## src/rtl/alu_issue_controller.sv

```systemverilog
// rtl/alu_issue_controller.sv - command FIFO and issue FSM driving a combinational 6-bit ALU.
// Results are captured after one settle cycle and returned on a valid/ready response port.
module alu_issue_controller #(
  parameter int DEPTH  = 4,
  parameter int ADDR_W = 2
) (
  input  logic              clk,
  input  logic              rst_n,
  input  logic              cmd_valid,
  output logic              cmd_ready,
  input  logic [3:0]        cmd_instr,
  input  logic [5:0]        cmd_a,
  input  logic [5:0]        cmd_b,
  output logic [ADDR_W:0]   cmd_count,
  output logic [3:0]        alu_instr,
  output logic [5:0]        alu_a,
  output logic [5:0]        alu_b,
  input  logic [11:0]       alu_result,
  output logic              rsp_valid,
  input  logic              rsp_ready,
  output logic [11:0]       rsp_result,
  output logic              rsp_err,
  output logic [3:0]        rsp_instr
);

  localparam logic [3:0] OP_MOD = 4'b1010;
  localparam logic [3:0] OP_DIV = 4'b1100;
  localparam logic [ADDR_W:0] FULL = (ADDR_W + 1)'(DEPTH);

  typedef enum logic [1:0] {IDLE, DRIVE, RESP} state_t;

  state_t state, state_next;

  logic [15:0]       mem [DEPTH];
  logic [ADDR_W-1:0] wr_ptr, rd_ptr;
  logic [ADDR_W:0]   count;
  logic              push, pop, err;

  assign cmd_ready = (count != FULL);
  assign cmd_count = count;
  assign push      = cmd_valid && cmd_ready;
  assign rsp_valid = (state == RESP);

  // Error uses only the registered opcode and B, never the ALU output.
  assign err = (alu_instr inside {[4'd3:4'd7]}) ||
               (((alu_instr == OP_DIV) || (alu_instr == OP_MOD)) && (alu_b == 6'd0));

  always_ff @(posedge clk) begin
    if (push) mem[wr_ptr] <= {cmd_instr, cmd_a, cmd_b};
  end

  always_ff @(posedge clk or negedge rst_n) begin
    if (!rst_n) begin
      wr_ptr <= '0;
      rd_ptr <= '0;
      count  <= '0;
    end else begin
      if (push) wr_ptr <= wr_ptr + 1'b1;
      if (pop)  rd_ptr <= rd_ptr + 1'b1;
      case ({push, pop})
        2'b10:   count <= count + 1'b1;
        2'b01:   count <= count - 1'b1;
        default: count <= count;
      endcase
    end
  end

  always_ff @(posedge clk or negedge rst_n) begin
    if (!rst_n) state <= IDLE;
    else        state <= state_next;
  end

  always_comb begin
    state_next = state;
    pop        = 1'b0;
    case (state)
      IDLE: begin
        if (count != '0) begin
          pop        = 1'b1;
          state_next = DRIVE;
        end
      end
      DRIVE: state_next = RESP;
      RESP: begin
        if (rsp_ready) begin
          if (count != '0) begin
            pop        = 1'b1;
            state_next = DRIVE;
          end else begin
            state_next = IDLE;
          end
        end
      end
      default: state_next = IDLE;
    endcase
  end

  always_ff @(posedge clk or negedge rst_n) begin
    if (!rst_n) begin
      alu_instr  <= '0;
      alu_a      <= '0;
      alu_b      <= '0;
      rsp_result <= '0;
      rsp_err    <= 1'b0;
      rsp_instr  <= '0;
    end else begin
      if (pop) {alu_instr, alu_a, alu_b} <= mem[rd_ptr];
      if (state == DRIVE) begin
        rsp_result <= err ? 12'd0 : alu_result;
        rsp_err    <= err;
        rsp_instr  <= alu_instr;
      end
    end
  end

endmodule
```

## config.mk

```make
export PLATFORM = sky130hd
export DESIGN_NAME = alu_issue_controller
export DESIGN_NICKNAME = d
export VERILOG_FILES = /design/src/rtl/alu_issue_controller.sv
export SDC_FILE = /design/constraint.sdc
export NUM_CORES = 1
export LEC_CHECK = 0
export CORE_AREA = 2 2 90 92
export DETAILED_ROUTE_END_ITERATION = 12
export DIE_AREA = 0 0 92 94
export PLACE_DENSITY = 0.83
export SLEW_MARGIN = 15
export SYNTH_ARGS = -nofsm -noshare
export SYNTH_HDL_FRONTEND = slang
export SYNTH_SLANG_ARGS = --single-unit
```

## constraint.sdc

```tcl
create_clock -name clk -period 5.4 [get_ports clk]
set_clock_uncertainty 0.15 [all_clocks]
set_input_delay 1.08 -clock clk [delete_from_list [all_inputs] [get_ports clk]]
set_output_delay 1.08 -clock clk [all_outputs]
set_load 0.005 [all_outputs]
```

# After elaboration in Yosys (flattened, before gate mapping)
# Memory sizes are Yosys's and may differ from the RTL's. A register that Yosys moved wholly into a read port is not among the register bits.
# Cells that the tools add are included.
# op_classes
addsub,4
div_mod_pow,0
n_reduce_logical,11
n_mul,0
n_shift,0
muxes,11
bitwise,0
eq_ne,9
n_lt_le_gt_ge,2
# ops
op,n
$mux W12,1
$eq A4 B4 Y1 const B,2
$logic_not A6 Y1,1
$pmux W2 S3,1
$pmux W3 S2,1
$mux W1,5
$add A2 B1 Y2 const B,2
$eq A2 B1 Y1 const B,2
$eq A2 B2 Y1 const B,2
$ge A4 B2 Y1 const B,1
$le A4 B3 Y1 const B,1
$mux W2,2
$add A3 B1 Y3 const B,1
$logic_and A1 B1 Y1,3
$ne A3 B3 Y1 const B,1
$reduce_bool A3 Y1,1
$sub A3 B1 Y3 const B,1
$logic_not A2 Y1,1
$logic_or A1 B1 Y1,2
$ne A2 B1 Y1 const B,1
$ne A2 B2 Y1 const B,1
$pmux W1 S2,1
$reduce_and A2 Y1,1
$reduce_bool A2 Y1,1
$logic_not A1 Y1,1
# word_totals
elab_cells,45
ram_bits,64
regBits,26
rom_bits,0
inputBits,32
latchBits,0
out_inout_bits,38
n_memories,1
# memory_table
name,depth,width,rd,rd_ports_with_merged_regs,wr,line_no,source
mem,4,16,1,1,1,34,logic [15:0] mem [DEPTH];

# Longest topological paths before layout
# Gate-level depths: netlist of run 1.
# depth
word_depth,6
ltp_mapped,9
ltp_nobuf,9

# Worst setup path after synthesis of run 1
# No wires, ideal clock.
# synth_path
kind,input -> register
startpoint,input rsp_ready
endpoint,"register count[2], in the netlist cmd_count[2]"
n_path_buf,1
arrival_time_ps,2633
setup_time_ps,79
required_ps,5171
path_stages,9
path_slack_ps,2538
path_cell_list,nor2b_1 -> nor3_4 -> buf_6 -> ha_1 -> inv_1 -> fa_1 -> xor2_1 -> nor2_1 -> xor2_1
# synth_between
elab_chain_len,4
elab_cells_between_ends,6
classes_between,eq/ne: 2; mux: 3; reduce/logical: 1
# synth_rtl
item,line_no,source
"start, declared",20,"input logic rsp_ready,"
$mux W1 *,85,if (rsp_ready) begin
$pmux W1 S2 *,76,case (state)
via pop,37,"logic push, pop, err;"
$eq A2 B1 Y1 / $eq A2 B2 Y1 (equally long branches),60,"case ({push, pop})"
$pmux W3 S2 / $reduce_bool A2 Y1 (equally long branches),n/a,
"end signal, assigned",61,2'b10: count <= count + 1'b1;
"end signal, assigned",62,2'b01: count <= count - 1'b1;
"end signal, assigned",63,default: count <= count;
"end, declared",36,logic [ADDR_W:0] count;
# Mark *: on every way through the listed nets, which the timed path passes. The rest lies on a longest branch.
# A chain may end at the register's enable or synchronous reset.

# Worst setup path after layout of run 1
# layout_path
startpoint,input rsp_ready
endpoint,"register count[2], in the netlist cmd_count[2]"
# layout_between
elab_chain_len,4
elab_cells_between_ends,6
classes_between,eq/ne: 2; mux: 3; reduce/logical: 1
# layout_rtl
item,line_no
$mux W1 *,85
$pmux W1 S2 *,76
$eq A2 B1 Y1 / $eq A2 B2 Y1 (equally long branches),60
$pmux W3 S2 / $reduce_bool A2 Y1 (equally long branches),n/a
# Mark *: on every way between the ends. The rest lies on a longest branch, timed or not.

==> results of run 1 <==
-- synthesized netlist by cell type, types with 2 or more instances --
library cell	number
nand2b_1	2
xor2_1	5
ha_1	5
edfxtp_1	64
clkbuf_1	3
xnor2_1	2
mux4_2	8
inv_1	18
mux2_2	8
buf_6	2
mux2_4	8
nand2_1	24
and3_1	5
buf_2	3
nor4b_1	2
mux4_1	8
dfrtp_1	42
nor2b_1	2
o31ai_1	12
-- stage by stage --
stage	std cells	utilization, %	hold WS (ns)	cell area [sq um]	total power [uW]
2_1_floorplan	239	-	0.3199	4222	1954
3_3_place_gp	402	65.38	0.3081	4974	2349
3_5_place_dp	402	65.38	0.3128	4974	2402
4_1_cts	418	67.96	0.3346	5170	2884
5_1_grt	418	67.96	0.3467	5170	3019
6_report	418	67.96	0.3308	5170	2845
-- path summary, 6_finish.rpt --
check,startpoint,endpoint,slack [ns],cells after the start
max,rsp_ready,cmd_count[2],2.38,10
min in group asynchronous,rst_n,rsp_result[6],0.70,1
max reg2reg,cmd_count[0],cmd_count[2],3.04,9
min,rsp_instr[2],rsp_instr[2],0.33,2
max in group asynchronous,rst_n,alu_a[1],3.80,1
min reg2reg,rsp_instr[2],rsp_instr[2],0.33,2
-- cell type report --
| type | instances | area share, % |
|---|---|---|
| clock inverters | 4 | 0.9923 |
| multi-input cells | 106 | 21.52 |
| well taps | 102 | 2.469 |
| flip-flops and latches | 106 | 57.50 |
| clock buffers | 12 | 2.807 |
| repair buffers | 70 | 13.41 |
| inverters | 18 | 1.307 |
-- where the power goes --
group / switching, uW / internal [uW] / leakage, uW
registers: 206 / 1130 / 0.00109
clock network: 250 / 228 / 0.0000982
logic: 397 / 633 / 0.000828
-- flip-flops by register name, indices dropped and copies added (netlist names) --
name,count
alu_a,6
mem,64
wr_ptr,2
rsp_err,1
alu_b,6
rsp_result,12
state,2
rsp_instr,4
alu_instr,4
rd_ptr,2
cmd_count,3
-- worst max-delay path: cells and delay by family --
kind / cells / cell delay (ns)
AND/OR/NAND/NOR: 3 / 0.31
adder cells (fa/ha/maj): 2 / 0.62
XOR/XNOR: 2 / 0.29
buffers and inverters: 3 / 0.85
-- routing by layer --
layer / vias to the layer above / part of all wire, %
li1: 1027 / -
met1: 1114 / 42
met2: 78 / 50
met4: 0 / 1.4
met5: - / 0
met3: 9 / 6.3
-- placed cells by master (no fill, tap or decap), types with 2 or more instances in the layout --
master           synthesis  final
clkdlybuf4s50_1          0     68
edfxtp_1                64     64
dfrtp_1                 42     42
nand2_1                 24     24
inv_1                   18     18
o31ai_1                 12     12
clkbuf_8                 0     10
mux4_2                   8      8
mux2_4                   8      8
mux4_1                   8      8
mux2_2                   8      8
and3_1                   5      5
xor2_1                   5      5
ha_1                     5      5
nor2b_1                  2      2
xnor2_1                  2      2
nor4b_1                  2      2
nand2b_1                 2      2
clkbuf_1                 3      2
clkinv_4                 0      2
-- logic make-up after synthesis --
| family | count (synthesis) | share of synthesized area [%] |
|---|---|---|
| compound gates | 16 | 2.697 |
| mux | 34 | 14.73 |
| simple gates | 43 | 5.513 |
| xor+xnor | 7 | 1.452 |
| buf+inv | 27 | 3.230 |
| flops | 106 | 70.42 |
| fa+ha+maj | 6 | 1.956 |
==> results.toml, run 1 <==
[outcome]
run_status = "finished, final reports clean"

[power_and_ir_drop]
p_leak_uw = 0.002019
ir_drop_mv = 0.2880
power_density_mw_per_mm2 = 550.2

[sta]
setup_tns_ns = 0
fmax_ghz = 0.3316
max-slew-margin-rel_pct = 30.34
rsz0062_at_grt = "false"
report.final.slew_viol_count = 0
post-route-period-util_pct = 55.84
hold_viol = 0
tightest_slew_ns = 1.045
min_period_ns = 3.015
setup_violations = 0
timing.final.ws_setup_ns = 2.385

[placement]
post-place-ws_ns = 2.014
hpwlAfterDp_mm = 4.766
portBuffers = 69
globalplace.congestion = 0.7240

[setup_path]
crit_arrival_ns = 3.16
criticalPathCategory = "in -> reg"
cpPeakStageDelay_ns = 0.47
path_max_fanout = 18
start_kind = "input port"
critPathCaptureType = "register"
slowest_stage = "clkdlybuf4s50_1"
cpMostUsedCell = "xor2_1"
required_ns = 5.55
cp_cell_sequence = "clkdlybuf4s50_1 -> nor2b_1 -> nor3_4 -> buf_4 -> ha_1 -> inv_1 -> fa_1 -> xor2_1 -> nor2_1 -> xor2_1"

[global_route]
gr-usage-met3_pct = 5.778
antenna_found_initial = 0
grt_usage_pct = 18.54
grt_overflow = 0
grt_pass1_vias = 2307
grtUsageMet2_pct = 31.19
grt_max_degree = 43
grt_pass1_wl_mm = 11.71
grt_busiest_layer = "met2"
grt_util_met1_pct = 23.11

[clocking]
cts.clk_slew.worst_paths_ns = 0.10
clockBufferDepth = 2
cts.sinks = 106
ctsResizeCount = 0
cts_buffers = 9
cts_root_buf = "clkbuf_8"
cts_max_level = 3
ctsHoldBuffers = 0
postCtsSetupBuffers = 0
clkLatencyLatePin_ns = 0.36
cts_tree = "built"

[synth]
netlist_area_sq_mm = 0.004222
async_flop_share_pct = 39.62
avgSynthCellArea_sq_um = 17.66
synth-edff-count = 64
ys_types = 35
yosysWarnings = 0
ys_seq_area_share_pct = 70.42
synth_top_area_share_pct = 45.52
synthCells = 239
synth-seq-cells = 106
yosys.area.top_type = "edfxtp_1"
synth_area_leaders = "edfxtp_1 (46%), dfrtp_1 (25%), mux4_1 (5.0%), mux4_2 (4.3%), mux2_4 (2.8%)"
ys.flop_type = "edfxtp_1"
syn_nets = 277

[routing]
wire_per_inst_microns = 17.65
remaining_drc_errors = 0
via_per_inst = 5.330
drt-pass1-iter-count = 4
final_antenna_net_count = 0
routed_wl_mm = 7.376
via_count = 2228
drt_iter0_markers = 69

[run]
maxCapViolCount = 0

[finish]
syn2layout_area_growth_pct = 22.47
drive_gt1_share_pct = 13.61
final_nets = 349
multiInputGateArea_sq_mm = 0.001112
n_antenna_cell = 0
filler_cell_count = 526
seqCellArea_sq_mm = 0.002973

[die]
fp.dieW_microns = 92
io_pins = 70
core_area_sq_mm = 0.007607
die_area_sq_mm = 0.008648
start_util_pct = 55.49
die_h_microns = 94
num_rows = 32

[worst_hold_path]
hp-class = "reg -> reg"
(Power assumes the default switching activity.)
==> run 2: changes to the inputs <==
Settings changed: CORE_AREA 2 2 90 92 to 2 2 97 99, DIE_AREA 0 0 92 94 to 0 0 99 101, PLACE_DENSITY 0.83 to 0.76.
Clock period 5.4 ns to 2.6 ns, I/O delays scaled along.
==> run 2 against run 1 <==
  * Setup slack worse by 2.1 ns
  * Clock-buffer cell count is 3 lower
  * First-iteration DRC count is 110% higher
  * Highest routed layer unchanged
  * Clock power is 110% higher
  * Wire length is 7.6% higher
==> results.toml, run 2 (synthesis gave the netlist of run 1 again) <==
[outcome]
run_status = "finished, final reports clean"

[worst_hold_path]
hold_depth = 2
hp-class = "reg -> reg"

[die]
die_h_microns = 101
die_area_sq_mm = 0.009999
num_rows = 35
start_util_pct = 47.02
fp.dieW_microns = 99
core_area_sq_mm = 0.008977
io_pins = 70

[finish]
filler_cell_count = 671
final_cell_mix = "clkdlybuf4s50_1 (68), edfxtp_1 (64), dfrtp_1 (42)"
final_common_cell = "clkdlybuf4s50_1"
stdcell_area_sq_mm = 0.005283
top_regs = "mem x64, rsp_result x12"
n_antenna_cell = 0
final_nets = 360
drive_gt1_share_pct = 17.13
syn2layout_area_growth_pct = 25.13
largest-register = "mem"
largest_reg_flops = 64

[placement]
hpwlAfterDp_mm = 5.442
globalplace.congestion = 0.7549
postPlaceCellArea_sq_mm = 0.005072
post-place-ws_ns = 0.1180
portBuffers = 69

[routing]
wire_per_inst_microns = 18.12
final_antenna_net_count = 0
via_count = 2260
drt-pass1-iter-count = 4
met1_length_mm = 3.347
routed_wl_mm = 7.937
wl_met2_mm = 4.043
remaining_drc_errors = 0
top_layer = "met4"
via_per_inst = 5.160
route.met3.wl_microns = 483
drt_iter0_markers = 142

[clocking]
clkLatencyLatePin_ns = 0.36
cts_buffers = 9
cts_tree = "built"
postCtsSetupBuffers = 0
cts_root_buf = "clkbuf_8"
cts.sinks = 106
clockBufferDepth = 2
cts_max_level = 3
cts.clk_slew.worst_paths_ns = 0.10

[sta]
min_period_ns = 2.347
report.final.slew_viol_count = 0
tightest_slew_ns = 0.6348
max-slew-margin-rel_pct = 57.68
timing.final.ws_setup_ns = 0.2527
post-route-period-util_pct = 90.28
rsz0062_at_grt = "false"
fmax_ghz = 0.4260
setup_violations = 0
setup_tns_ns = 0
hold_viol = 0
hold_slack_ns = 0.3360

[setup_path]
critPathCaptureType = "primary output"
start_kind = "register"
cpPeakStageDelay_ns = 0.45
path_max_fanout = 6
reg2regPathDepth = 9
critPathTopFamily = "flip-flops"
required_ns = 1.93
criticalPathCategory = "reg -> out"
crit_arrival_ns = 1.68
cp_num_cells = 2
crit_buf_inv = 1
slowest_stage = "dfrtp_1"
cp_cell_sequence = "or3b_4 -> clkdlybuf4s50_1"

[run]
maxCapViolCount = 0

[global_route]
grt_pass1_wl_mm = 12.67
antenna_found_initial = 0
grt_usage_pct = 17.16
grt_max_degree = 19
grt_overflow = 0
grt_pass1_vias = 2386

[power_and_ir_drop]
p_leak_uw = 0.002076
finalPower_uw = 6028
power_density_mw_per_mm2 = 1141
ir_drop_mv = 0.6209
## run 2: cell count changes in the layout (fill, tap and decap cells not counted), sizes merged
cell	delta
clkinvlp	+2
clkinv	-1
dlygate4sd3	+1
clkbuf	-3
inv	+2
buf	+10
## run 2: repair_timing
item | CTS | global route
hold endpoints to repair | 13 | 0
resized for setup | 0 | 0
endpoints found under the setup margin | 0 | 0
hold buffers | 1 | 0
## run 2: area by class of cell
| class | instances | area (sq um) | share of cell area (%) |
|---|---|---|---|
| Clock buffer | 9 | 123.9 | 2.345 |
| Clock inverter | 7 | 76.32 | 1.445 |
| Inverter | 18 | 67.56 | 1.279 |
| Multi-Input combinational cell | 106 | 1112 | 21.06 |
| Sequential cell | 106 | 2973 | 56.28 |
| Tap cell | 111 | 138.9 | 2.629 |
| Timing Repair Buffer | 81 | 790.8 | 14.97 |
## run 2: routing by layer
| layer | global-route usage (%) | vias up |
|---|---|---|
| met3 | 5.548 | 5 |
| met1 | 21.47 | 1129 |
| met4 | 4.110 | 0 |
| met2 | 29.31 | 74 |
| li1 | - | 1052 |
| met5 | 0 | - |
## run 2: worst paths after layout
kind	end	start	slack [ns]
setup / recovery	cmd_ready	cmd_count[0]	0.25
hold / removal	rsp_result[7]	rsp_result[7]	0.34
setup reg to reg	cmd_count[2]	cmd_count[0]	0.27
hold reg to reg	rsp_result[7]	rsp_result[7]	0.34
max in group asynchronous	alu_b[4]	rst_n	1.32
min in group asynchronous	rsp_result[9]	rst_n	0.44
## run 2: tightest hold or removal path: cells and delay by family, from the launching register on
family	cells	cell delay (ns)
simple gates	1	0.05
compound gates	1	0.05
flops	1	0.35
## run 2: power by group
part	switching, uW	internal, uW
Combinational	956	1390
Sequential	337	2350
Clock	545	452
## run 2: through the flow
stage,util [%],cells
detailed placement,56.50,421
CTS,58.84,438
finish,58.84,438
global placement,56.50,421
floorplan,-,239
global route,58.84,438
